## config.mk

```make
export PLATFORM = sky130hd
export DESIGN_NAME = tama_sched_flat
export DESIGN_NICKNAME = d
export VERILOG_FILES = /design/src/rtl/tama_pkg.sv /design/src/rtl/tama_sched_if.sv /design/src/rtl/tama_sched_tick_gen.sv /design/src/rtl/tama_sched.sv /design/src/flat_wrapper.sv
export SDC_FILE = /design/constraint.sdc
export NUM_CORES = 1
export LEC_CHECK = 0
export ABC_AREA = 1
export CELL_PAD_IN_SITES_DETAIL_PLACEMENT = 0
export CELL_PAD_IN_SITES_GLOBAL_PLACEMENT = 1
export CORE_ASPECT_RATIO = 1.4
export CORE_MARGIN = 4
export CORE_UTILIZATION = 39
export CTS_BUF_LIST = sky130_fd_sc_hd__clkbuf_16
export CTS_CLUSTER_DIAMETER = 80
export DETAILED_ROUTE_END_ITERATION = 8
export PLACE_DENSITY_LB_ADDON = 0.1
export SYNTH_ARGS = -nofsm -noshare
export SYNTH_HDL_FRONTEND = slang
export SYNTH_HIERARCHICAL = 1
export SYNTH_SLANG_ARGS = --single-unit
```

## constraint.sdc

```tcl
create_clock -name clk -period 1.8 [get_ports clk]
set_clock_uncertainty 0.05 [all_clocks]
set_input_delay 0.18 -clock clk [delete_from_list [all_inputs] [get_ports clk]]
set_output_delay 0.18 -clock clk [all_outputs]
set_load 0.01 [all_outputs]
```

## src/rtl/tama_pkg.sv

```systemverilog
// Shared codes and constants for the tamagotchi status path.
// Imported by the status sequencer, the needs datapath and the display logic.
package tama_pkg;

    localparam int unsigned LVL_W   = 3;
    localparam int unsigned MAX_LVL = 5;

    typedef enum logic [2:0] {
        FELIZ      = 3'b000,
        ABURRIDO   = 3'b001,
        CANSADO    = 3'b010,
        DESCANSO   = 3'b011,
        HAMBRIENTO = 3'b100,
        ENFERMO    = 3'b101,
        MUERTO     = 3'b110,
        ILEGAL     = 3'b111
    } status_e;

    // Levels above MAX_LVL (6, 7) behave as a full level.
    function automatic logic [LVL_W-1:0] clamp_lvl(input logic [LVL_W-1:0] x);
        return (x > LVL_W'(MAX_LVL)) ? LVL_W'(MAX_LVL) : x;
    endfunction

endpackage

```

## src/rtl/tama_sched_if.sv

```systemverilog
// Datapath <-> status sequencer bundle.
//   master : needs datapath (drives levels, death flag, buttons; consumes sclk/status/chg)
//   slave  : tama_sched
interface tama_sched_if;
    import tama_pkg::*;

    logic             regrst;
    logic             dormir;
    logic [LVL_W-1:0] h;
    logic [LVL_W-1:0] d;
    logic [LVL_W-1:0] e;
    logic             enMue;
    logic             sclk;
    logic [2:0]       status;
    logic             chg;

    modport master (
        output regrst, dormir, h, d, e, enMue,
        input  sclk, status, chg
    );

    modport slave (
        input  regrst, dormir, h, d, e, enMue,
        output sclk, status, chg
    );

endinterface

```

## src/rtl/tama_sched_tick_gen.sv

```systemverilog
// Slow clock prescaler.
//   clk, rst_n : system clock, async active-low reset
//   sclk       : 50 % duty slow clock, high for the upper half of each period
//   tick       : one-cycle strobe; the FSM consumes it on the edge where sclk falls
module tick_gen #(
    parameter int unsigned TICK_DIV = 50_000_000
) (
    input  logic clk,
    input  logic rst_n,
    output logic sclk,
    output logic tick
);

    localparam int unsigned CW = $clog2(TICK_DIV);

    logic [CW-1:0] cnt_q;
    logic [CW-1:0] cnt_d;
    logic          sclk_q;
    logic          tick_q;
    logic          wrap;

    assign wrap  = (cnt_q == CW'(TICK_DIV - 1));
    assign cnt_d = wrap ? '0 : cnt_q + CW'(1);

    // tick is delayed one cycle from the wrap so status moves with the sclk fall.
    always_ff @(posedge clk or negedge rst_n) begin
        if (!rst_n) begin
            cnt_q  <= '0;
            sclk_q <= 1'b0;
            tick_q <= 1'b0;
        end else begin
            cnt_q  <= cnt_d;
            sclk_q <= (cnt_q >= CW'(TICK_DIV / 2));
            tick_q <= wrap;
        end
    end

    assign sclk = sclk_q;
    assign tick = tick_q;

endmodule

```

## src/rtl/tama_sched.sv

```systemverilog
// Status sequencer: generates sclk and evaluates the 3-bit status for the needs datapath.
//   clk, rst_n : system clock, async active-low reset
//   bus.slave  : regrst, dormir, h/d/e, enMue in; sclk, status, chg out (all registered)
module tama_sched
    import tama_pkg::*;
#(
    parameter int unsigned TICK_DIV   = 50_000_000,
    parameter int unsigned LOW_LVL    = 1,
    parameter int unsigned SICK_TICKS = 10,
    parameter int unsigned MIN_DWELL  = 2,
    parameter int unsigned FULL_LVL   = 5
) (
    input  logic         clk,
    input  logic         rst_n,
    tama_sched_if.slave  bus
);

    localparam int unsigned ZW = (SICK_TICKS < 1) ? 1 : $clog2(SICK_TICKS + 1);
    localparam int unsigned DW = (MIN_DWELL  < 1) ? 1 : $clog2(MIN_DWELL + 1);

    logic             tick;
    logic             sclk;

    status_e          state_q, state_d;
    logic [ZW-1:0]    zcnt_q,  zcnt_d;
    logic [DW-1:0]    dwell_q, dwell_d;
    logic             dreq_q,  dreq_d;
    logic             chg_q,   chg_d;

    logic [LVL_W-1:0] h_c, d_c, e_c;
    logic [ZW-1:0]    zcnt_inc_c;
    logic             dreq_eff_c;
    status_e          cand_c;

    tick_gen #(.TICK_DIV(TICK_DIV)) u_tick (
        .clk   (clk),
        .rst_n (rst_n),
        .sclk  (sclk),
        .tick  (tick)
    );

    assign h_c = clamp_lvl(bus.h);
    assign d_c = clamp_lvl(bus.d);
    assign e_c = clamp_lvl(bus.e);

    // Zero counter value after this tick's update, saturating at SICK_TICKS.
    always_comb begin
        zcnt_inc_c = '0;
        if (h_c == '0 || d_c == '0 || e_c == '0) begin
            zcnt_inc_c = (zcnt_q >= ZW'(SICK_TICKS)) ? zcnt_q : zcnt_q + ZW'(1);
        end
    end

    // A press landing on the tick cycle itself still counts for that tick.
    assign dreq_eff_c = dreq_q | bus.dormir;

    // Need-driven candidate, hunger first.
    always_comb begin
        cand_c = FELIZ;
        if (h_c <= LVL_W'(LOW_LVL))      cand_c = HAMBRIENTO;
        else if (e_c <= LVL_W'(LOW_LVL)) cand_c = CANSADO;
        else if (d_c <= LVL_W'(LOW_LVL)) cand_c = ABURRIDO;
    end

    // Next-state priority chain, evaluated only on tick cycles.
    always_comb begin
        state_d = state_q;
        zcnt_d  = zcnt_q;
        dwell_d = dwell_q;
        dreq_d  = dreq_q;
        chg_d   = 1'b0;

        if (!tick) begin
            if (bus.dormir) dreq_d = 1'b1;
        end else begin
            dreq_d = 1'b0;
            zcnt_d = zcnt_inc_c;

            if (bus.regrst) begin
                state_d = FELIZ;
                zcnt_d  = '0;
            end else if (state_q == ILEGAL) begin
                state_d = FELIZ;
            end else if (state_q == MUERTO) begin
                state_d = MUERTO;
            end else if (bus.enMue) begin
                state_d = MUERTO;
            end else if (state_q == ENFERMO) begin
                if (h_c > LVL_W'(LOW_LVL) && d_c > LVL_W'(LOW_LVL) && e_c > LVL_W'(LOW_LVL))
                    state_d = FELIZ;
            end else if (zcnt_inc_c >= ZW'(SICK_TICKS)) begin
                state_d = ENFERMO;
                zcnt_d  = '0;
            end else if (state_q == DESCANSO) begin
                if (dreq_eff_c || e_c >= LVL_W'(FULL_LVL)) state_d = FELIZ;
            end else if (dreq_eff_c &&
                         (state_q == FELIZ || state_q == ABURRIDO || state_q == CANSADO)) begin
                state_d = DESCANSO;
            end else if (cand_c == state_q || dwell_q >= DW'(MIN_DWELL)) begin
                state_d = cand_c;
            end

            if (bus.regrst || state_d != state_q)
                dwell_d = '0;
            else if (dwell_q < DW'(MIN_DWELL))
                dwell_d = dwell_q + DW'(1);

            chg_d = (state_d != state_q);
        end
    end

    always_ff @(posedge clk or negedge rst_n) begin
        if (!rst_n) begin
            state_q <= FELIZ;
            zcnt_q  <= '0;
            dwell_q <= '0;
            dreq_q  <= 1'b0;
            chg_q   <= 1'b0;
        end else begin
            state_q <= state_d;
            zcnt_q  <= zcnt_d;
            dwell_q <= dwell_d;
            dreq_q  <= dreq_d;
            chg_q   <= chg_d;
        end
    end

    assign bus.sclk   = sclk;
    assign bus.status = state_q;
    assign bus.chg    = chg_q;

endmodule

```

## src/flat_wrapper.sv

```systemverilog
// flat-port wrapper written by rule: the top's interface ports become plain ports
module tama_sched_flat import tama_pkg::*;
#(
    parameter int unsigned TICK_DIV   = 50_000_000,
    parameter int unsigned LOW_LVL    = 1,
    parameter int unsigned SICK_TICKS = 10,
    parameter int unsigned MIN_DWELL  = 2,
    parameter int unsigned FULL_LVL   = 5
)
  (clk, rst_n, bus_regrst, bus_dormir, bus_h, bus_d, bus_e, bus_enMue, bus_sclk, bus_status, bus_chg);
  tama_sched_if bus_i ();
  input  logic clk;
  input  logic rst_n;
  input wire logic [$bits(bus_i.regrst)-1:0] bus_regrst;
  input wire logic [$bits(bus_i.dormir)-1:0] bus_dormir;
  input wire logic [$bits(bus_i.h)-1:0] bus_h;
  input wire logic [$bits(bus_i.d)-1:0] bus_d;
  input wire logic [$bits(bus_i.e)-1:0] bus_e;
  input wire logic [$bits(bus_i.enMue)-1:0] bus_enMue;
  output wire logic [$bits(bus_i.sclk)-1:0] bus_sclk;
  output wire logic [$bits(bus_i.status)-1:0] bus_status;
  output wire logic [$bits(bus_i.chg)-1:0] bus_chg;
  assign bus_i.regrst = bus_regrst;
  assign bus_i.dormir = bus_dormir;
  assign bus_i.h = bus_h;
  assign bus_i.d = bus_d;
  assign bus_i.e = bus_e;
  assign bus_i.enMue = bus_enMue;
  assign bus_sclk = bus_i.sclk;
  assign bus_status = bus_i.status;
  assign bus_chg = bus_i.chg;
  tama_sched #(.TICK_DIV(TICK_DIV), .LOW_LVL(LOW_LVL), .SICK_TICKS(SICK_TICKS), .MIN_DWELL(MIN_DWELL), .FULL_LVL(FULL_LVL)) u_core (.clk(clk), .rst_n(rst_n), .bus(bus_i));
endmodule
```

After elaboration in Yosys (flattened, before gate mapping)
Index checks and enable logic that the tools add are counted.
Widths: inputs -> output; s select.
- word-level logic and storage cells: 85
- register bits after elaboration: 39
- output and inout bits: 5
- input bits: 14
- bitwise logic cells: 1
- add/subtract/negate cells: 3
- magnitude comparators: 15
- reductions and logical operators: 17
- equality and inequality tests: 9
- multiplexer cells: 32
- operators by type and width (kind ; number):
    $mux 3 ; 17
    $mux 4 ; 8
    $add 26x1->26 const B ; 1
    $eq 26x26->1 const B ; 1
    $ge 26x25->1 const B ; 1
    $mux 26 ; 1
    $logic_not 3->1 ; 4
    $eq 3x3->1 const B ; 3
    $gt 3x1->1 const B ; 3
    $gt 3x3->1 const B ; 3
    $le 3x1->1 const B ; 3
    $ge 4x4->1 const B ; 2
    $logic_or 1x1->1 ; 7
    $eq 3x2->1 const B ; 2
    $add 4x1->4 const B ; 1
    $mux 1 ; 4
    $mux 2 ; 2
    $reduce_bool 2->1 ; 2
    $eq 3x1->1 const B ; 1
    $eq 3x3->1 ; 1
    $ge 3x3->1 const B ; 1
    $logic_and 1x1->1 ; 3
    $ne 3x3->1 ; 1
    $add 2x1->2 const B ; 1
    4 further kinds ; 4

Longest topological paths before layout
Gate-level depths: netlist of the first run.
- depth in word-level cells: 22
- gate-level depth with buffers: 17
- gate-level depth less buffers: 17

Hierarchy
Netlist of the first run, hierarchy kept.
- modules (own cells, without submodules) (module ; instances ; seq. area each (sq um) ; area each (sq um) ; cells an instance):
    tick_gen ; 1 ; 700.7 ; 1712.9 ; 225
    tama_sched ; 1 ; 275.3 ; 923.4 ; 138

Least setup slack after synthesis of the first run
No wires, ideal clock.
- path type: register to register
- start point: register u_core.zcnt_q[0]
- end point: register u_core.dwell_q[0]
- buffers on the path: 0
- setup slack: -0.032 ns
- library setup time: 0.123 ns
- cell stages (with the launch flop): 14
- data required time: 1.627 ns
- data arrival time: 1.659 ns
- path through: dfrtp_1 inv_1 ha_1 or2_1 nand3_1 nand3_1 nand2_2 nand2_2 nand3_1 nand2_2 a21oi_1 nor2_2 nand3_1 a21oi_1
- cells in the longest elaborated chain, start to end: 15
- elaborated cells on any way between the ends: 17
- classes of those cells: 1 x add/sub; 2 x order compare; 1 x eq/ne; 10 x mux; 3 x reduce/logical
- RTL lines (item ; RTL line ; source):
    start: declaration ; tama_sched.sv:25 ; logic [ZW-1:0] zcnt_q, zcnt_d;
    start signal: assignment ; tama_sched.sv:121 ; zcnt_q <= zcnt_d;
    $add 4x1->4 or $ge 4x4->1 (tied branches) ; tama_sched.sv:50 ; zcnt_inc_c = (zcnt_q >= ZW'(SICK_TICKS)) ? zcnt_q : zcnt_q + ZW'(1);
    $mux 4 (*) ; tama_sched.sv:50 ;
    $mux 4 (*) ; tama_sched.sv:49 ; if (h_c == '0 || d_c == '0 || e_c == '0) begin
    $ge 4x4->1 (*) ; tama_sched.sv:91 ; end else if (zcnt_inc_c >= ZW'(SICK_TICKS)) begin
    $mux 3 (*) ; tama_sched.sv:91 ;
    $mux 3 (*) ; tama_sched.sv:88 ; end else if (state_q == ENFERMO) begin
    $mux 3 (*) ; tama_sched.sv:86 ; end else if (bus.enMue) begin
    $mux 3 (*) ; tama_sched.sv:84 ; end else if (state_q == MUERTO) begin
    $mux 3 (*) ; tama_sched.sv:82 ; end else if (state_q == ILEGAL) begin
    $mux 3 (*) ; tama_sched.sv:79 ; if (bus.regrst) begin
    $mux 3 (*) ; tama_sched.sv:73 ; if (!tick) begin
    $ne 3x3->1 (*) ; tama_sched.sv:103 ; if (bus.regrst || state_d != state_q)
    $logic_or 1x1->1 (*) ; tama_sched.sv:103 ;
    $reduce_bool 2->1 (no source line) ; -- ;
    $reduce_and 2->1 (no source line) ; -- ;
    end signal: assignment ; tama_sched.sv:122 ; dwell_q <= dwell_d;
    end: declaration ; tama_sched.sv:26 ; logic [DW-1:0] dwell_q, dwell_d;
Mark *: on every way between the ends. The rest lies on a longest branch, timed or not. The select of a mux whose other input is x is not followed.
A chain may end at the register's enable or synchronous reset.

Worst setup path after layout of the first run
- start point: register u_core.zcnt_q[1]
- end point: register u_core.dwell_q[1]
Same word-level chain as after synthesis.

==> results of run 1 <==
[state kept, by name (all words and copies together), names as in the netlist]
register             cells
u_core/bus.status        3
u_core/u_tick/tick       1
u_core/bus.chg           1
u_core/dreq_q            1
u_core/zcnt_q            4
u_core/dwell_q           2
u_core/u_tick/cnt_q     26
u_core/u_tick/sclk       1
[report_power, final]
part	switching [W]	internal [W]	total (W)
registers	0.0000000000000000000121	0.000877	0.000877
logic	0.0000515	0.0000485	0.000100
clock network	0.000341	0.000789	0.00113
total	0.000393	0.00171	0.00211
[per-layer routing]
layer | share of wire | vias up | routed length [microns] | global-route usage
met5 | 0 | - | 0 | 0
met3 | 0.030 | 8 | 187 | 0.0274
met2 | 0.56 | 32 | 3520 | 0.325
li1 | - | 1237 | - | -
met1 | 0.39 | 1097 | 2470 | 0.174
met4 | 0.017 | 0 | 108 | 0.0458
[kinds of logic (layout without fill, tap and decap cells)]
family                   after synthesis  in the layout  synth area share
adder cells (fa/ha/maj)                5              5            0.0237
buffers and inverters                 55            106            0.0831
XOR/XNOR                              16             16            0.0532
flip-flops                            39             39             0.370
multiplexers                           2              2           0.00807
AO/OA/AOI/OAI                         26             26            0.0560
AND/OR/NAND/NOR                      220            220             0.406
[final timing paths]
check,start,endpoint,depth (start not counted),slack [ps]
max,u_core/zcnt_q[1],u_core/dwell_q[1],13,-160
min in group asynchronous,rst_n,u_core/u_tick/cnt_q[6],3,440
min,u_core/u_tick/cnt_q[0],u_core/u_tick/cnt_q[0],1,420
max reg2reg,u_core/zcnt_q[1],u_core/dwell_q[1],13,-160
max in group asynchronous,rst_n,u_core/zcnt_q[1],3,880
min reg2reg,u_core/u_tick/cnt_q[0],u_core/u_tick/cnt_q[0],1,420
[area by class of cell]
class | count | share of cell area
sequential | 39 | 0.287
tap | 74 | 0.0272
inverter | 52 | 0.0581
clock buffer | 5 | 0.0368
timing repair buffer | 46 | 0.114
multi-input combinational | 269 | 0.458
clock inverter | 3 | 0.0188
[per-stage QoR]
| step | utilization | cell area, sq um | TNS [ps] | hold WS, ps | cells |
|---|---|---|---|---|---|
| after detailed placement | 0.468 | 3080 | -641 | 232 | 476 |
| final | 0.518 | 3400 | -371 | 421 | 488 |
| after floorplan | - | 2650 | 0 | -166 | 363 |
| after global routing | 0.518 | 3400 | -717 | 432 | 488 |
| after global placement | 0.468 | 3080 | -601 | 224 | 476 |
| after CTS | 0.503 | 3300 | -311 | 422 | 486 |
[cell usage in the layout (no fill, tap or decap), types with 2 or more instances in the layout]
cell type,instances
xnor2_1,2
o21ai_2,3
ha_2,2
nand3_2,8
o21ai_0,4
o21ai_1,2
a21oi_2,3
buf_4,27
clkdlybuf4s50_1,17
o22ai_1,2
xor2_1,14
bufinv_16,2
inv_2,8
nand2_2,11
nand4_1,6
a21oi_1,9
nand2_4,3
nand2_1,78
ha_1,2
nor2_4,9
clkbuf_16,5
nand3_1,22
nor2_1,55
dfrtp_1,38
nor2_2,20
inv_1,43
nand3_4,3
[worst register-to-register path: cells and delay by family, from the launching register on]
family,cells,cell delay (ps)
flops,1,450
simple gates,11,1070
compound gates,1,120
fa+ha+maj,1,180
[timing repair]
action,CTS,global route
hold endpoints to repair,39,0
pin swaps,4,10
setup buffers,1,2
resized for setup,4,21
hold buffers,1,0
setup endpoints to repair,3,4
==> flow_summary.ini, run 1 <==
[route]
drtIter0Drc = 54
vias = 2374
wl_per_cell_microns = 12.9
wirelength_microns = 6280
drc = 0
via_per_inst = 4.86
ant_nets = 0
drtPass1Iterations = 4

[yosys]
synthesis.instances = 363
synthTopCellsByCount = 81 x nand2_1, 56 x nor2_1, 44 x inv_1
yosysWarningCount = 6
yosysTopAreaCell = dfrtp_1
synth_area_leaders = dfrtp_1 37%, nand2_1 12%, nor2_1 8.0%, inv_1 6.3%, nand3_1 5.3%
ys_ff_latch = 39
yosysMostFrequentCell = nand2_1
synthArstFlopShare = 1.00
ys.flop_type = dfrtp_1
syn_area_sq_mm = 0.00264
synth_edf_count = 0
yosysTopAreaCellShare = 0.370
syn_nets = 382
yosysUniqueCellTypes = 34
syn_area_per_cell_sq_um = 7.26
yosysSeqAreaShare = 0.370

[placed_design]
place.detailed.hpwl_microns = 4860
dp_slack_ps = -260
io_buffers = 18
globalplace.congestion = 0.823

[floorplan]
ios = 19
core_area_sq_mm = 0.00657
fp.dieW_microns = 77.5
rows = 35
die_y_microns = 105
dieArea_sq_mm = 0.00816
start_util = 0.401

[layout]
n_fill_cell = 667
layout.nets = 432
seq_area_sq_um = 977
area_delta_synth_final_pct = 29.0
multiInputGateArea_sq_mm = 0.00156
drive_above_1_share = 0.268
antennaDiodeCount = 0

[clock_network]
cts.sink_count = 39
clk_latency_ps = 280
cts_buffers = 5
cts_tree = done
htreeDepth = 2
clkTransAtPathRegs_ps = 60
root_buffer = clkbuf_16
max-clock-path-buffers = 2

[outcome]
outcome = complete, but fails checks
failed_checks = negative setup slack

[critical_path]
end_kind = register
cp-start-kind = register
critPathMaxFanout = 4
cp_slowest_stage_delay_ps = 450
slowest_stage = dfrtp_2
crit_type = reg -> reg
critPathArrivalTime_ps = 2120
cp.required_ps = 1960
crit_family = simple AND/OR/NAND/NOR gates
crit_path_cell_trace = ha_4 > or2_1 > nand3_1 > nand3_2 > nand2_2 > nand2_4 > nand3_2 > nand2_2 > nand3_2 > nand2_2 > nor2_4 > nand3_4 > a21oi_2
cp.buffers_inverters = 0

[power_and_ir_drop]
ir_drop_uv = 500
power_leakage_nw = 1.64
power.density_mw_per_mm2 = 620
power_w = 0.00211

[sta]
setup-violations-final = 3
slew_violations = 0
fmax_mhz = 511
relSlewSlack = 0.659
hold_viol = 0
rsz0062_at_grt = yes
worst_slew_pin_slew_ps = 512
period_minus_slack_ps = 1960
worst_slack_ps = -155
timing.final.crit_share = 1.09

[global_routing]
grt_max_degree = 40
grt_pass1_vias = 2374
grt-ovfl-total = 0
track_usage = 0.164
grt_pass1_wl_microns = 10700
antenna_found_initial = 0

[hold_path]
min_path_type = reg -> reg

[run]
drv_cap = 0
Power figures use the tool's default switching activity.
==> run 2, diff against run 1 <==
CORE_UTILIZATION = 46   (was 39)
CTS_CLUSTER_SIZE = 20   (was unset)
SKIP_LAST_GASP = 1   (was unset)
clock period = 2.4 ns   (was 1.8 ns; I/O delays follow)
==> flow_summary.ini, run 2 (synthesis gave the netlist of run 1 again) <==
[critical_path]
cp.depth = 16
crit_top_cell = nand2_1
reg2reg_depth = 16
rr_endpoint = u_core/dwell_q[1]
rr_startpoint = u_core/zcnt_q[0]
crit_path_cell_trace = inv_1 > ha_1 > or2_1 > nand3_1 > nand3_1 > nand2_2 > nand2_2 > nand3_1 > nand2_1 > nand2_1 > nand2_1 > nand2_1 > nand2_1 > inv_2 > nand3_1 > a21oi_1
cp-start-kind = register
crit_family = simple AND/OR/NAND/NOR gates
r2r_slack_ps = 360
cp_slowest_stage_delay_ps = 380
slowest_stage = dfrtp_1
critPathMaxFanout = 3
critPathArrivalTime_ps = 2190
crit_type = reg -> reg
cp.buffers_inverters = 2
end_kind = register
cp.required_ps = 2550

[global_routing]
grt_max_degree = 40
antenna_found_initial = 0
grt_pass1_wl_microns = 10000
grt-ovfl-total = 0
grt_pass1_vias = 2278
track_usage = 0.180

[floorplan]
start_util = 0.477
core_area_sq_mm = 0.00553
rows = 32
dieArea_sq_mm = 0.00702
ios = 19
fp.dieW_microns = 72.0
die_y_microns = 97.6

[clock_network]
htreeDepth = 2
cts_tree = done
cts_buffers = 5
max-clock-path-buffers = 2
cts_setup_buffers = 0
clkTransAtPathRegs_ps = 60
post_cts_resized = 0
clk_latency_ps = 280
ctsHoldBuffers = 0
root_buffer = clkbuf_16
cts.sink_count = 39

[sta]
hold_viol = 0
worst_slack_ps = 364
rsz0062_at_grt = no
relSlewSlack = 0.425
worst_slew_pin_slew_ps = 863
timing.final.crit_share = 0.848
period_minus_slack_ps = 2040
setup_tns_ps = 0
fmax_mhz = 491
setup-violations-final = 0
slew_violations = 0

[placed_design]
globalplace.congestion = 0.842
dp_slack_ps = 212
io_buffers = 18
dpl-instance-area_sq_mm = 0.00288
place.detailed.hpwl_microns = 4420

[layout]
area_delta_synth_final_pct = 15.6
n_fill_cell = 555
antennaDiodeCount = 0
largest-register = u_core/u_tick/cnt_q
final_area_sq_mm = 0.00305
layout_common_cells = 81 x nand2_1, 56 x nor2_1, 44 x inv_1
mostFrequentLayoutCell = nand2_1
drive_above_1_share = 0.163
largest_reg_flops = 26
layout.nets = 405

[power_and_ir_drop]
p_seq_frac = 0.454
switching_power_w = 0.000279
power_leakage_nw = 1.48
p_comb_frac = 0.041
sw_frac_of_total = 0.193
power.density_mw_per_mm2 = 475
clkPwrFrac = 0.504
internal-power_w = 0.00117
power_w = 0.00145
ir_drop_uv = 344

[route]
ant_nets = 0
drtIter0Drc = 65
via_per_inst = 5.05
drc = 0
wl_per_cell_microns = 12.6
drtPass1Iterations = 5
wirelength_microns = 5720
vias = 2296

[run]
drv_cap = 0

[hold_path]
min_path_type = in -> async

[outcome]
outcome = finished, final reports clean
[run 2: cell count changes in the layout (fill, tap and decap cells not counted), moves of 3 or more]
| cell | delta |
|---|---|
| buf_4 | -26 |
| nand3_1 | +6 |
| a21oi_1 | +3 |
| a21oi_2 | -3 |
| ha_1 | +3 |
| nand2_1 | +3 |
| nand3_2 | -3 |
| nand3_4 | -3 |
[run 2: per-layer routing]
| layer | up-vias | global-route usage | share of wire |
|---|---|---|---|
| met5 | - | 0 | 0 |
| met2 | 46 | 0.321 | 0.53 |
| li1 | 1176 | - | - |
| met4 | 0 | 0.0912 | 0.031 |
| met3 | 15 | 0.0331 | 0.037 |
| met1 | 1059 | 0.197 | 0.40 |
[run 2: through the flow]
stage,util,cells,hold WS (ps)
6_report,0.551,455,22.3
5_1_grt,0.551,455,105
4_1_cts,0.551,455,66.5
3_5_place_dp,0.522,447,366
3_3_place_gp,0.522,447,357
2_1_floorplan,-,363,-106
[run 2: power groups by stage]
stage | registers (W) | clock network [W] | logic, W
2_1_floorplan | 0.000670 | 0 | 0.0000208
3_3_place_gp | 0.000670 | 0 | 0.0000613
3_5_place_dp | 0.000670 | 0 | 0.0000615
4_1_cts | 0.000658 | 0.000754 | 0.0000619
6_report | 0.000658 | 0.000730 | 0.0000598
5_1_grt | 0.000657 | 0.000783 | 0.0000692
[run 2: worst max path at each step]
stage                     startpoint                 to  slack (ps)
floorplan           u_core/zcnt_q[0]  u_core/dwell_q[0]         570
global placement            bus_h[2]  u_core/dwell_q[0]         280
detailed placement          bus_h[2]  u_core/dwell_q[0]         210
CTS                 u_core/zcnt_q[0]  u_core/dwell_q[0]         340
global route        u_core/zcnt_q[0]  u_core/dwell_q[1]         140
finish              u_core/zcnt_q[0]  u_core/dwell_q[1]         360
[run 2: cell type report]
cell class | instances | area (sq um) | area share
Tap cell | 68 | 85.1 | 0.0279
Inverter | 52 | 198 | 0.0649
Sequential cell | 39 | 976 | 0.320
Multi-Input combinational cell | 269 | 1440 | 0.473
Timing Repair Buffer | 19 | 183 | 0.0600
Clock inverter | 3 | 38.8 | 0.0127
Clock buffer | 5 | 125 | 0.0411
==> RTL change 1: new RTL, config.mk and constraints of run 1 <==
`TICK_DIV` is set to 50_000_000 in 3 places; all go to 100_000_000.
--- a/src/rtl/tama_sched_tick_gen.sv
+++ b/src/rtl/tama_sched_tick_gen.sv
@@ -4,5 +4,5 @@
 //   tick       : one-cycle strobe; the FSM consumes it on the edge where sclk falls
 module tick_gen #(
-    parameter int unsigned TICK_DIV = 50_000_000
+    parameter int unsigned TICK_DIV = 100_000_000
 ) (
     input  logic clk,
--- a/src/rtl/tama_sched.sv
+++ b/src/rtl/tama_sched.sv
@@ -5,5 +5,5 @@
     import tama_pkg::*;
 #(
-    parameter int unsigned TICK_DIV   = 50_000_000,
+    parameter int unsigned TICK_DIV   = 100_000_000,
     parameter int unsigned LOW_LVL    = 1,
     parameter int unsigned SICK_TICKS = 10,
--- a/src/flat_wrapper.sv
+++ b/src/flat_wrapper.sv
@@ -2,5 +2,5 @@
 module tama_sched_flat import tama_pkg::*;
 #(
-    parameter int unsigned TICK_DIV   = 50_000_000,
+    parameter int unsigned TICK_DIV   = 100_000_000,
     parameter int unsigned LOW_LVL    = 1,
     parameter int unsigned SICK_TICKS = 10,
Formal check against the unedited RTL: same outputs for any inputs over 10 cycles, from zero or initial values and one cycle with rst_n low; that may be too few to reach the edited logic, so the function may still have changed.
==> RTL change 1 against run 1 <==
  * The flow still finishes with violations (negative setup slack)
  * Wire length is 2.4% higher
  * Total power is 14% lower
  * Cell area increased by 0.55%
  * Final cell count rose by 5.5%
  * Via count increased by 2.5%
  * Worst setup slack improved by 4.6 ps
  * Synthesized cell count up 2.8%
  * Die area is 1.4% higher
  * Clock power fell by 28%
  * Area after synthesis grew 1.6%
  * Sequential cell count rose by 1
  * Critical path type unchanged
  * Largest power group is now sequential cells
  * Highest routed layer unchanged
==> RTL change 1: results (changes against run 1) <==
| Metric | Value |
|---|---|
| Placed cell area | `3150 um2 (was 3080 um2)` |
| Post-DP HPWL | `5190 um (was 4860 um)` |
| Clock net sink count | `40 (was 39)` |
| Register area | `1000 um2 (was 977 um2)` |
| Non-filler cells, final | `515 (was 488)` |
| Met1 WL | `2580 um (was 2470 um)` |
| Flop pwr share | `49.4% (was 41.6%)` |
| Count of non-CTS inverters in the layout | `48 (was 52)` |
| Fillcell total | `668 (was 667)` |
| Met2 usage | `32.7% (was 32.5%)` |
| Max reg flops | `27 (was 26)` |
| Leakage | `1.61 nW (was 1.64 nW)` |
| Post-layout nets | `442 (was 432)` |
| Synth unique cells | `36 (was 34)` |
| Setup_tns | `-356 ps (was -371 ps)` |
| Via count of the first global-routing pass | `2413 (was 2374)` |
| Net count after synthesis | `392 (was 382)` |
| Outcome | `complete, but fails checks (unchanged)` |
| Combined area of the multi-input logic cells | `1590 um2 (was 1560 um2)` |
| Global routing usage on met3 | `2.97% (was 2.74%)` |
| Post-cts sizing count | `6 (was 4)` |
| GRT Overall Usage | `16.6% (was 16.4%)` |
| Worst-Margin Slew | `507 ps (was 512 ps)` |
| Multi-input gate count | `283 (was 269)` |
| Met3 wire length | `178 um (was 187 um)` |
| Seq/Total Area, Yosys | `37.4% (was 37.0%)` |
| Synthesis Warnings | `6 (unchanged)` |
| Power per cell area | `532 nW/um2 (was 620 nW/um2)` |
| Setup violators final | `3 (unchanged)` |
| Grt met1 use | `17.7% (was 17.4%)` |
| Hold Crit Class | `primary input to asynchronous set/reset pin (was flop to flop)` |
| Max VDD drop | `0.426 mV (was 0.500 mV)` |
| Internal power | `0.00145 W (was 0.00171 W)` |
| Share of layout cells above drive strength 1 | `23.9% (was 26.8%)` |
| Post-synth top cells | `nand2_1 (92), nor2_1 (64), inv_1 (41), dfrtp_1 (40), nand3_1 (29) (was nand2_1 (81), nor2_1 (56), inv_1 (44), dfrtp_1 (39), nand3_1 (28))` |
| Syn avg cell area | `7.18 um2 (was 7.26 um2)` |
| Failing checks | `negative setup slack (unchanged)` |
| PnR worst setup slack | `-151 ps (was -155 ps)` |
| Routability congestion estimate | `0.822 (was 0.823)` |
| Via/cell ratio | `4.72 (was 4.86)` |
| Final non-clock buffer share | `11.5% (was 11.4%)` |
| Drt initial violations | `67 (was 54)` |
| Routed met2 length | `3600 um (was 3520 um)` |
| Largest net degree at the start of global routing | `22 (was 40)` |
| Pre-CTS setup slack | `-262 ps (was -260 ps)` |
| Final clock-cell share | `3.92% (was 5.56%)` |
| Die Width | `78.0 um (was 77.5 um)` |
## RTL change 1: cell types whose count changed after synthesis, sizes merged, moves of 2 or more
cell / change
nand2: +10
a21oi: +5
inv: -4
xor2: -4
and2: +2
nand3b: +2
o21ai: +2
## RTL change 1: final timing paths
path / end / slack (ps) / cells past startpoint
max: u_core/dwell_q[1] / -150 / 13
min: u_core/u_tick/cnt_q[1] / 360 / 2
max reg2reg: u_core/dwell_q[1] / -150 / 13
min reg2reg: u_core/u_tick/cnt_q[0] / 440 / 1
max in group asynchronous: u_core/zcnt_q[1] / 850 / 3
min in group clk: u_core/u_tick/cnt_q[0] / 440 / 1
## RTL change 1: cells by family after synthesis
kind of cell,count (synthesis),share of synthesized area (%)
multiplexers,2,0.794
AO/OA/AOI/OAI,33,7.38
XOR/XNOR,12,3.93
flip-flops,40,37.4
AND/OR/NAND/NOR,231,40.7
buffers and inverters,50,7.52
adder cells (fa/ha/maj),5,2.34
==> RTL change 2: new RTL, config.mk and constraints of run 1 <==
Made on the original files. Make the reset (`rst_n`) synchronous in 2 clocked blocks. Comments in the files are not updated.
--- a/src/rtl/tama_sched_tick_gen.sv
+++ b/src/rtl/tama_sched_tick_gen.sv
@@ -24,5 +24,5 @@
 
     // tick is delayed one cycle from the wrap so status moves with the sclk fall.
-    always_ff @(posedge clk or negedge rst_n) begin
+    always_ff @(posedge clk) begin
         if (!rst_n) begin
             cnt_q  <= '0;
--- a/src/rtl/tama_sched.sv
+++ b/src/rtl/tama_sched.sv
@@ -110,5 +110,5 @@
     end
 
-    always_ff @(posedge clk or negedge rst_n) begin
+    always_ff @(posedge clk) begin
         if (!rst_n) begin
             state_q <= FELIZ;
Formal check against the unedited RTL: same outputs for any inputs over 10 cycles, from zero or initial values and one cycle with rst_n low; that may be too few to reach the edited logic, so the function may still have changed.
==> RTL change 2 against run 1 <==
  * The run still ends with negative setup slack left
  * Count of clock-buffer cells in the layout did not move
  * Hold slack lost 12 ps
  * Wire length increased by 11%
  * Global-route usage rose by 2.1 points
  * Total power down 9.8%
  * Worst setup slack improved by 88 ps
  * Cell area decreased by 2.4%
  * Sequential cell count is the same
  * Maximum frequency increased by 4.7%
  * Sequential share of layout area is 4.9 points lower
  * Area after synthesis shrank 4.3%
  * Via count rose by 12%
  * Critical path type unchanged
  * Largest cell class unchanged
==> RTL change 2: results (changes against run 1) <==
| Metric | Value |
|---|---|
| Outcome | `complete, but fails checks (unchanged)` |
| Failing checks | `negative setup slack (unchanged)` |
| Routability congestion estimate | `0.906 (was 0.823)` |
| Post-synth top flop | `dfxtp_1 (was dfrtp_1)` |
| Detailed Routing Iterations Pass 1 | `6 (was 4)` |
| Drt initial violations | `64 (was 54)` |
| Net count after synthesis | `430 (was 382)` |
| Total vias in the final route | `2670 (was 2374)` |
| Setup_tns | `-188 ps (was -371 ps)` |
| Ranking of synthesized cells by area | `dfxtp_1 (31%), nand2_1 (18%), nor2_1 (11%) (was dfrtp_1 (37%), nand2_1 (12%), nor2_1 (8.0%))` |
| Setup violators final | `3 (unchanged)` |
| Global routing usage on met3 | `3.90% (was 2.74%)` |
| Post-layout nets | `486 (was 432)` |
| Pre-CTS setup slack | `-402 ps (was -260 ps)` |
| CP max-delay cell | `dfxtp_4 (was dfrtp_2)` |
| Internal power | `0.00146 W (was 0.00171 W)` |
| Met1 WL | `2730 um (was 2470 um)` |
| Synth unique cells | `29 (was 34)` |
| Largest net degree at the start of global routing | `27 (was 40)` |
| Placed cells | `530 (was 476)` |
| Syn avg cell area | `6.14 um2 (was 7.26 um2)` |
| PnR worst setup slack | `-67.5 ps (was -155 ps)` |
| Leakage | `1.27 nW (was 1.64 nW)` |
| Post-DP HPWL | `5430 um (was 4860 um)` |
| Reg2Reg Depth | `14 (was 13)` |
| Min-Delay Endpoint | `u_core/u_tick/cnt_q[0] (unchanged)` |
| Critical R2R Capture | `u_core/dwell_q[0] (was u_core/dwell_q[1])` |
| Routed WL | `6960 um (was 6280 um)` |
| Via count of the first global-routing pass | `2599 (was 2374)` |
-- RTL change 2: changes by cell type in the layout (fill, tap and decap cells not counted), moves of 8 or more --
cell,delta
dfxtp_1,+34
nand2_1,+31
nand3_1,+13
nor2_2,-10
a21oi_1,+9
nor2_1,+12
xor2_1,-8
dfrtp_1,-38
-- RTL change 2: what timing repair did --
action,4_1_cts,5_1_grt
pin swaps,17,19
gates resized for setup,27,18
endpoints found under the setup margin,3,4
setup buffers,2,0
-- RTL change 2: cells by family (layout without fill, tap and decap cells) --
| family | Yosys count | after routing | share of synthesized area (%) |
|---|---|---|---|
| and+or+nand+nor | 264 | 264 | 46.1 |
| buffers and inverters | 56 | 113 | 8.97 |
| DFF | 39 | 39 | 30.9 |
| AOI/OAI and AO/OA | 38 | 38 | 8.43 |
| xor gates and xnor gates | 9 | 9 | 3.12 |
| adders and majority gates | 5 | 5 | 2.48 |
-- RTL change 2: worst max-delay path, delay by kind of cell, from the launching register on --
family	cells	cell delay, ps
flops	1	400
buf+inv	2	170
simple gates	9	890
compound gates	3	290
-- RTL change 2: power groups by stage --
| stage | clock [W] | combinational, W | sequential [W] |
|---|---|---|---|
| floorplan | 0 | 0.0000901 | 0.000895 |
| global placement | 0 | 0.000163 | 0.000896 |
| detailed placement | 0 | 0.000163 | 0.000896 |
| CTS | 0.000890 | 0.000166 | 0.000874 |
| global route | 0.000939 | 0.000189 | 0.000874 |
| finish | 0.000857 | 0.000169 | 0.000874 |
-- RTL change 2: cell type report --
cell class,count,area [um2]
flip-flops and latches,39,792
clock inverters,3,20.0
well taps,72,90.1
clock buffers,5,125
fillers,657,2940
inverters,53,204
multi-input cells,316,1650
repair buffers,52,435
